`src/rtl/mousetrap_src_arbiter_pkg.sv`:
```
`timescale 1ns/1ps
`default_nettype none
// +----------------------------------------------------------------------------+
// | Module : mousetrap_src_arbiter_pkg                                         |
// | Brief  : Shared types and helpers for the mousetrap source arbiter: FSM    |
// |          state encoding and constant-evaluable clog2/max helpers.          |
// | Ports  : none (package)                                                    |
// | Rev    : 1.0  initial release                                              |
// +----------------------------------------------------------------------------+
package mousetrap_src_arbiter_pkg;

   typedef enum logic [1:0] {
      ST_IDLE     = 2'd0,
      ST_SETUP    = 2'd1,
      ST_WAIT_ACK = 2'd2,
      ST_HALT     = 2'd3
   } state_e;

   // Number of bits needed to hold values 0..value-1 (0 for value <= 1).
   function automatic int clog2(input int value);
      int r;
      r = 0;
      for (int i = 0; i < 31; i++) begin
         if ((1 << i) < value) r = i + 1;
      end
      return r;
   endfunction

   function automatic int max2(input int a, input int b);
      return (a > b) ? a : b;
   endfunction

endpackage : mousetrap_src_arbiter_pkg
`default_nettype wire

```
`src/rtl/mousetrap_src_arbiter_sync2.sv`:
```
`timescale 1ns/1ps
`default_nettype none
// +----------------------------------------------------------------------------+
// | Module : mousetrap_src_arbiter_sync2                                       |
// | Brief  : Two-flop synchronizer bringing an asynchronous level into clk.    |
// | Ports  : clk  - system clock                                               |
// |          rstn - asynchronous active-low reset (flops clear to 0)           |
// |          d_i  - asynchronous input level                                   |
// |          q_o  - synchronized level, two clocks of latency                  |
// | Rev    : 1.0  initial release                                              |
// +----------------------------------------------------------------------------+
module mousetrap_src_arbiter_sync2 (
   input  logic clk,
   input  logic rstn,
   input  logic d_i,
   output logic q_o
);

   logic meta_q;
   logic sync_q;

   always_ff @(posedge clk or negedge rstn) begin
      if (!rstn) begin
         meta_q <= 1'b0;
         sync_q <= 1'b0;
      end else begin
         meta_q <= d_i;
         sync_q <= meta_q;
      end
   end

   assign q_o = sync_q;

endmodule : mousetrap_src_arbiter_sync2
`default_nettype wire

```
`src/rtl/mousetrap_src_arbiter.sv`:
```
`timescale 1ns/1ps
`default_nettype none
// +----------------------------------------------------------------------------+
// | Module : mousetrap_src_arbiter                                             |
// | Brief  : Clocked round-robin front end for a 2-phase bundled-data          |
// |          mousetrap pipeline. Grants one requester at a time, holds its     |
// |          data SETUP_CYC clocks, toggles reqN, waits for the synchronized   |
// |          ackNm1 to match, then pulses req_accept for that requester.       |
// | Ports  : clk, rstn (async active-low)                                      |
// |          req_valid/req_data  - NREQ requesters, data i at [i*WIDTH+:WIDTH] |
// |          req_accept          - one-hot 1-clk completion pulse              |
// |          reqN/datain         - 2-phase request and bundled data, stage 0   |
// |          ackNm1              - 2-phase ack from stage 0 (asynchronous)     |
// |          busy, grant_id, timeout_err (sticky until reset)                  |
// | Rev    : 1.0  initial release                                              |
// +----------------------------------------------------------------------------+
module mousetrap_src_arbiter
   import mousetrap_src_arbiter_pkg::*;
#(
   parameter int WIDTH     = 8,
   parameter int NREQ      = 4,
   parameter int SETUP_CYC = 2,
   parameter int TIMEOUT   = 255
) (
   input  logic                   clk,
   input  logic                   rstn,
   input  logic [NREQ-1:0]        req_valid,
   input  logic [NREQ*WIDTH-1:0]  req_data,
   output logic [NREQ-1:0]        req_accept,
   output logic                   reqN,
   output logic [WIDTH-1:0]       datain,
   input  logic                   ackNm1,
   output logic                   busy,
   output logic [clog2(NREQ)-1:0] grant_id,
   output logic                   timeout_err
);

   localparam int C_GW    = clog2(NREQ);
   // One counter serves both the setup hold and the ack timeout.
   localparam int C_CNT_W = clog2(max2(SETUP_CYC, TIMEOUT) + 1);
   localparam logic [C_CNT_W-1:0] C_SETUP_LOAD   = C_CNT_W'(SETUP_CYC - 1);
   localparam logic [C_CNT_W-1:0] C_TIMEOUT_LAST = C_CNT_W'(TIMEOUT - 1);
   localparam logic [C_GW-1:0]    C_LAST_IDX     = C_GW'(NREQ - 1);

   state_e               state_q, state_d;
   logic [C_GW-1:0]      rr_q, rr_d;
   logic [C_GW-1:0]      gid_q, gid_d;
   logic [WIDTH-1:0]     data_q, data_d;
   logic [C_CNT_W-1:0]   cnt_q, cnt_d;
   logic                 reqn_q, reqn_d;
   logic [NREQ-1:0]      acc_q, acc_d;
   logic                 terr_q, terr_d;

   logic                 w_ack_s;
   logic                 w_pick_valid;
   logic [C_GW-1:0]      w_pick_idx;
   logic [C_GW-1:0]      w_cand;
   logic [WIDTH-1:0]     w_data [NREQ];

   mousetrap_src_arbiter_sync2 u_ack_sync (
      .clk  (clk),
      .rstn (rstn),
      .d_i  (ackNm1),
      .q_o  (w_ack_s)
   );

   for (genvar gi = 0; gi < NREQ; gi++) begin : g_unpack
      assign w_data[gi] = req_data[gi*WIDTH +: WIDTH];
   end

   // Round-robin pick: scan offsets from the highest down so the lowest
   // offset from rr_q that is valid is the one left standing.
   always_comb begin
      w_pick_valid = 1'b0;
      w_pick_idx   = rr_q;
      w_cand       = '0;
      for (int k = NREQ - 1; k >= 0; k--) begin
         w_cand = C_GW'((int'(rr_q) + k) % NREQ);
         if (req_valid[w_cand]) begin
            w_pick_valid = 1'b1;
            w_pick_idx   = w_cand;
         end
      end
   end

   always_comb begin
      state_d = state_q;
      rr_d    = rr_q;
      gid_d   = gid_q;
      data_d  = data_q;
      cnt_d   = cnt_q;
      reqn_d  = reqn_q;
      acc_d   = '0;
      terr_d  = terr_q;
      case (state_q)
         ST_IDLE: begin
            // datain only ever changes here, so it cannot move while a
            // token is in flight.
            if (w_pick_valid) begin
               gid_d   = w_pick_idx;
               data_d  = w_data[w_pick_idx];
               cnt_d   = C_SETUP_LOAD;
               state_d = ST_SETUP;
            end
         end
         ST_SETUP: begin
            if (cnt_q == '0) begin
               reqn_d  = ~reqn_q;
               cnt_d   = '0;
               state_d = ST_WAIT_ACK;
            end else begin
               cnt_d = cnt_q - C_CNT_W'(1);
            end
         end
         ST_WAIT_ACK: begin
            if (w_ack_s == reqn_q) begin
               acc_d[gid_q] = 1'b1;
               rr_d         = (gid_q == C_LAST_IDX) ? '0 : gid_q + C_GW'(1);
               state_d      = ST_IDLE;
            end else if (TIMEOUT > 0) begin
               if (cnt_q == C_TIMEOUT_LAST) begin
                  terr_d  = 1'b1;
                  state_d = ST_HALT;
               end else begin
                  cnt_d = cnt_q + C_CNT_W'(1);
               end
            end
         end
         ST_HALT: begin
            // Terminal: everything frozen until rstn.
         end
         default: state_d = ST_IDLE;
      endcase
   end

   always_ff @(posedge clk or negedge rstn) begin
      if (!rstn) begin
         state_q <= ST_IDLE;
         rr_q    <= '0;
         gid_q   <= '0;
         data_q  <= '0;
         cnt_q   <= '0;
         reqn_q  <= 1'b0;
         acc_q   <= '0;
         terr_q  <= 1'b0;
      end else begin
         state_q <= state_d;
         rr_q    <= rr_d;
         gid_q   <= gid_d;
         data_q  <= data_d;
         cnt_q   <= cnt_d;
         reqn_q  <= reqn_d;
         acc_q   <= acc_d;
         terr_q  <= terr_d;
      end
   end

   assign req_accept  = acc_q;
   assign reqN        = reqn_q;
   assign datain      = data_q;
   assign busy        = (state_q != ST_IDLE);
   assign grant_id    = gid_q;
   assign timeout_err = terr_q;

endmodule : mousetrap_src_arbiter
`default_nettype wire

```
`config.mk`:
```
export PLATFORM = sky130hd
export DESIGN_NAME = mousetrap_src_arbiter
export DESIGN_NICKNAME = d
export VERILOG_FILES = /design/src/rtl/mousetrap_src_arbiter_pkg.sv /design/src/rtl/mousetrap_src_arbiter_sync2.sv /design/src/rtl/mousetrap_src_arbiter.sv
export SDC_FILE = /design/constraint.sdc
export NUM_CORES = 1
export LEC_CHECK = 0
export ABC_AREA = 0
export BUFFER_PORTS_ARGS = -buffer_cell sky130_fd_sc_hd__buf_4
export CORE_ASPECT_RATIO = 1.5
export CORE_MARGIN = 2
export CORE_UTILIZATION = 54
export CTS_BUF_LIST = sky130_fd_sc_hd__clkbuf_4 sky130_fd_sc_hd__clkbuf_8
export CTS_CLUSTER_SIZE = 8
export DETAILED_ROUTE_END_ITERATION = 8
export GPL_ROUTABILITY_DRIVEN = 0
export PLACE_DENSITY = 0.82
export SLEW_MARGIN = 20
export SYNTH_ARGS = -nofsm -noshare
export SYNTH_HDL_FRONTEND = slang
export SYNTH_SLANG_ARGS = --single-unit
```
`constraint.sdc`:
```
create_clock -name clk -period 2.6 [get_ports clk]
set_clock_uncertainty 0.1 [all_clocks]
set_input_delay 0.13 -clock clk [delete_from_list [all_inputs] [get_ports clk]]
set_output_delay 0.13 -clock clk [all_outputs]
set_load 0.1 [all_outputs]
```
==> flow_metrics.py <==
metrics = {
    "power_and_ir_drop": {
        "pwr-share-comb_pct": 21.4,
        "vdd_drop_max_uv": 448,
        "p_sw_uw": 395,
        "p_seq_share_pct": 36.1,
        "total_power_mw": 1.38,
        "p_per_area_mw_per_mm2": 525,
        "total_leakage_power_nw": 1.25,
        "p_int_uw": 986,
        "p_clk_share_pct": 42.5,
        "switching_share_pct": 28.6,
    },
    "setup_path": {
        "arrival_ps": 2290,
        "worstSetupPathType": "flop to flop",
        "worst_setup_path_start_kind": "flop",
        "cp.required_ps": 2700,
        "critPathBufInv": 1,
        "critPathLaunch": "cnt_q[0]$_DFFE_PN0P_",
        "max_stage_delay_ps": 550,
        "crit_family": "compound AO/OA/AOI/OAI gates",
        "crit_slowest_cell": "a31oi_1",
        "end_kind": "flop",
        "r2r_start": "cnt_q[0]$_DFFE_PN0P_",
        "crit_top_cell": "nor2b_1",
        "crit_fanout": 8,
        "worstPathCellList": "inv_1, ha_1, nor2b_1, a31oi_1, nor2b_1, o21ai_1, mux2i_1",
    },
    "cts": {
        "clkLatencyLatePin_ps": 280,
        "htree_num_levels": 2,
        "clock-sinks": 30,
        "cts_tree": "built",
        "post-cts-setup-buffer-count": 0,
        "cts_made_buffers": 5,
        "worst_setup_hold_path_clk_slew_ps": 70,
        "root_buffer": "clkbuf_8",
        "cts_resized": 0,
        "cts_buffer_depth": 2,
        "cts_hold_buf": 2,
    },
    "sta": {
        "post-route-period-util_pct": 84.2,
        "period_needed_ps": 2190,
        "fmax_ghz": 0.457,
        "finalMaxSlewViolations": 0,
        "whs_ps": 93.8,
        "tightestPinTransition_ps": 634,
        "setup_viol": 0,
        "rsz0062_at_grt": "no",
        "tns_ps": 0,
        "maxSlewHeadroom_pct": 57.5,
        "layout_setup_ws_ps": 411,
        "finalHoldViolCount": 0,
    },
    "layout": {
        "stdcell_count": 313,
        "area_delta_synth_final_pct": 29.6,
        "drive_gt1_share_pct": 31.1,
        "nets": 320,
        "fin_area_mm2": 0.00263,
        "antenna_cells": 0,
        "finish.utilization_pct": 72.1,
    },
    "grt": {
        "grt_max_degree": 31,
        "antenna_found_initial": 0,
        "grt_pass1_vias": 1836,
        "grt_util_all_layers_pct": 25.0,
        "grt_overflow": 0,
        "grt_pass1_wl_mm": 7.88,
    },
    "detailed_routing": {
        "first_pass_iters": 4,
        "antenna_left": 0,
        "routed-via-count": 1851,
        "drcViolationCount": 0,
        "via_per_inst": 5.91,
        "wl_per_cell_um": 15.7,
        "drt-initial-drc-count": 47,
        "routed_wirelength_mm": 4.93,
    },
    "synthesis": {
        "synthTopCellsByCount": "dfrtp_1, inv_1, nor2_1",
        "synthFlopType": "dfrtp_1",
        "syn_area_mm2": 0.00203,
        "ys_seq_elements": 30,
        "yosysTopAreaCell": "dfrtp_1",
        "synth_top_family_by_area": "compound AO/OA/AOI/OAI gates",
        "synthDistinctLibCells": 47,
        "synthCells": 208,
        "yosysSeqAreaShare_pct": 37.0,
        "muxShareOfSynthArea_pct": 5.98,
        "syn_area_per_cell_um2": 9.76,
        "post-synth-top-count-cell": "dfrtp_1",
        "synth_xor_area_share_pct": 2.59,
        "synth_simple_gate_area_share_pct": 18.3,
        "synth_edf_count": 0,
        "synth_top_area_share_pct": 37.0,
        "async_flop_share_pct": 100,
        "synthTopCellsByArea": "dfrtp_1, ha_1, a211oi_2",
        "synth_fa_ha_area_share_pct": 7.39,
        "syn-num-nets": 259,
        "synth_compound_area_share_pct": 23.1,
        "yosysWarnings": 0,
    },
    "placement": {
        "dp_hpwl_mm": 3.72,
        "place_ws_ps": 427,
        "placed_cell_area_mm2": 0.00247,
        "numPlacedInstances": 303,
        "port_buffers": 55,
    },
    "die": {
        "ios": 56,
        "initial_utilization_pct": 55.7,
        "die_h_um": 79.1,
        "core_area_mm2": 0.00365,
        "die_area_mm2": 0.00428,
        "rows": 27,
        "die_x_um": 54.1,
    },
    "job": {
        "max_cap_viol_count": 0,
    },
    "worst_hold_path": {
        "hp-class": "primary input to flop",
        "worstHoldStart": "req_data[0]",
    },
    "status": {
        "outcome": "complete, no violations",
    },
}
flip-flops by register name, summed over array words and instances (netlist names):
signal             flops
state_q                2
timeout_err            1
grant_id               2
reqN                   1
datain                 8
u_ack_sync.meta_q      1
cnt_q                  8
rr_q                   2
req_accept             4
u_ack_sync.q_o         1
power groups by stage:
stage	Clock, mW	Combinational, mW	Sequential, mW
floorplan	0	0.0667	0.637
global placement	0	0.290	0.506
detailed placement	0	0.294	0.507
CTS	0.593	0.298	0.498
global route	0.613	0.313	0.500
finish	0.587	0.296	0.498
kinds of logic (layout without fill, tap and decap cells):
logic type,count (synthesis),in the layout
and+or+nand+nor,63,63
AOI/OAI and AO/OA,61,61
adders and majority gates,12,12
DFF,30,30
muxes,12,12
xor gates and xnor gates,6,6
buffers and inverters,24,86
final timing paths:
path                                            end  slack (ps)  cells after the start
min reg2reg                u_ack_sync.q_o$_DFF_PN0_         250                      0
max in group asynchronous      cnt_q[4]$_DFFE_PN0P_        1900                      2
min in group asynchronous     datain[1]$_DFFE_PN0P_         220                      2
max reg2reg                  state_q[1]$_DFFE_PN0P_         410                      7
max                          state_q[1]$_DFFE_PN0P_         410                      7
min                           datain[0]$_DFFE_PN0P_          90                      3
cell type report:
type                    count  area [um^2]
clock buffers               6         82.6
clock inverters             2         60.1
fillers                   301         1020
inverters                  19         71.3
multi-input cells         154         1160
flip-flops and latches     30          751
well taps                  43         53.8
repair buffers             59          448
routing by layer:
layer / up-vias / GRT usage [%] / wire, um
li1: 888 / - / -
met4: 0 / 11.3 / 72
met3: 7 / 5.26 / 352
met2: 60 / 45.7 / 2640
met5: - / 0 / 0
met1: 896 / 25.9 / 1860
tightest hold or removal path, cell delays in order:
cell and delay (ps):
buf_4 110, mux2i_1 110, a211oi_1 90
layout by cell type (no fill, tap or decap), drive strengths merged, types with 3 or more instances in the layout:
master  instances
nand2          10
a21oi           6
nor2b           6
a211oi         17
ha             12
nor2           15
nand3           6
and4            3
buf            57
a31oi          11
clkbuf          6
o21ai          15
xnor2           5
nor4            3
a32oi           4
inv            19
mux2i          11
and3            8
dfrtp          30
(Power assumes the default switching activity.)
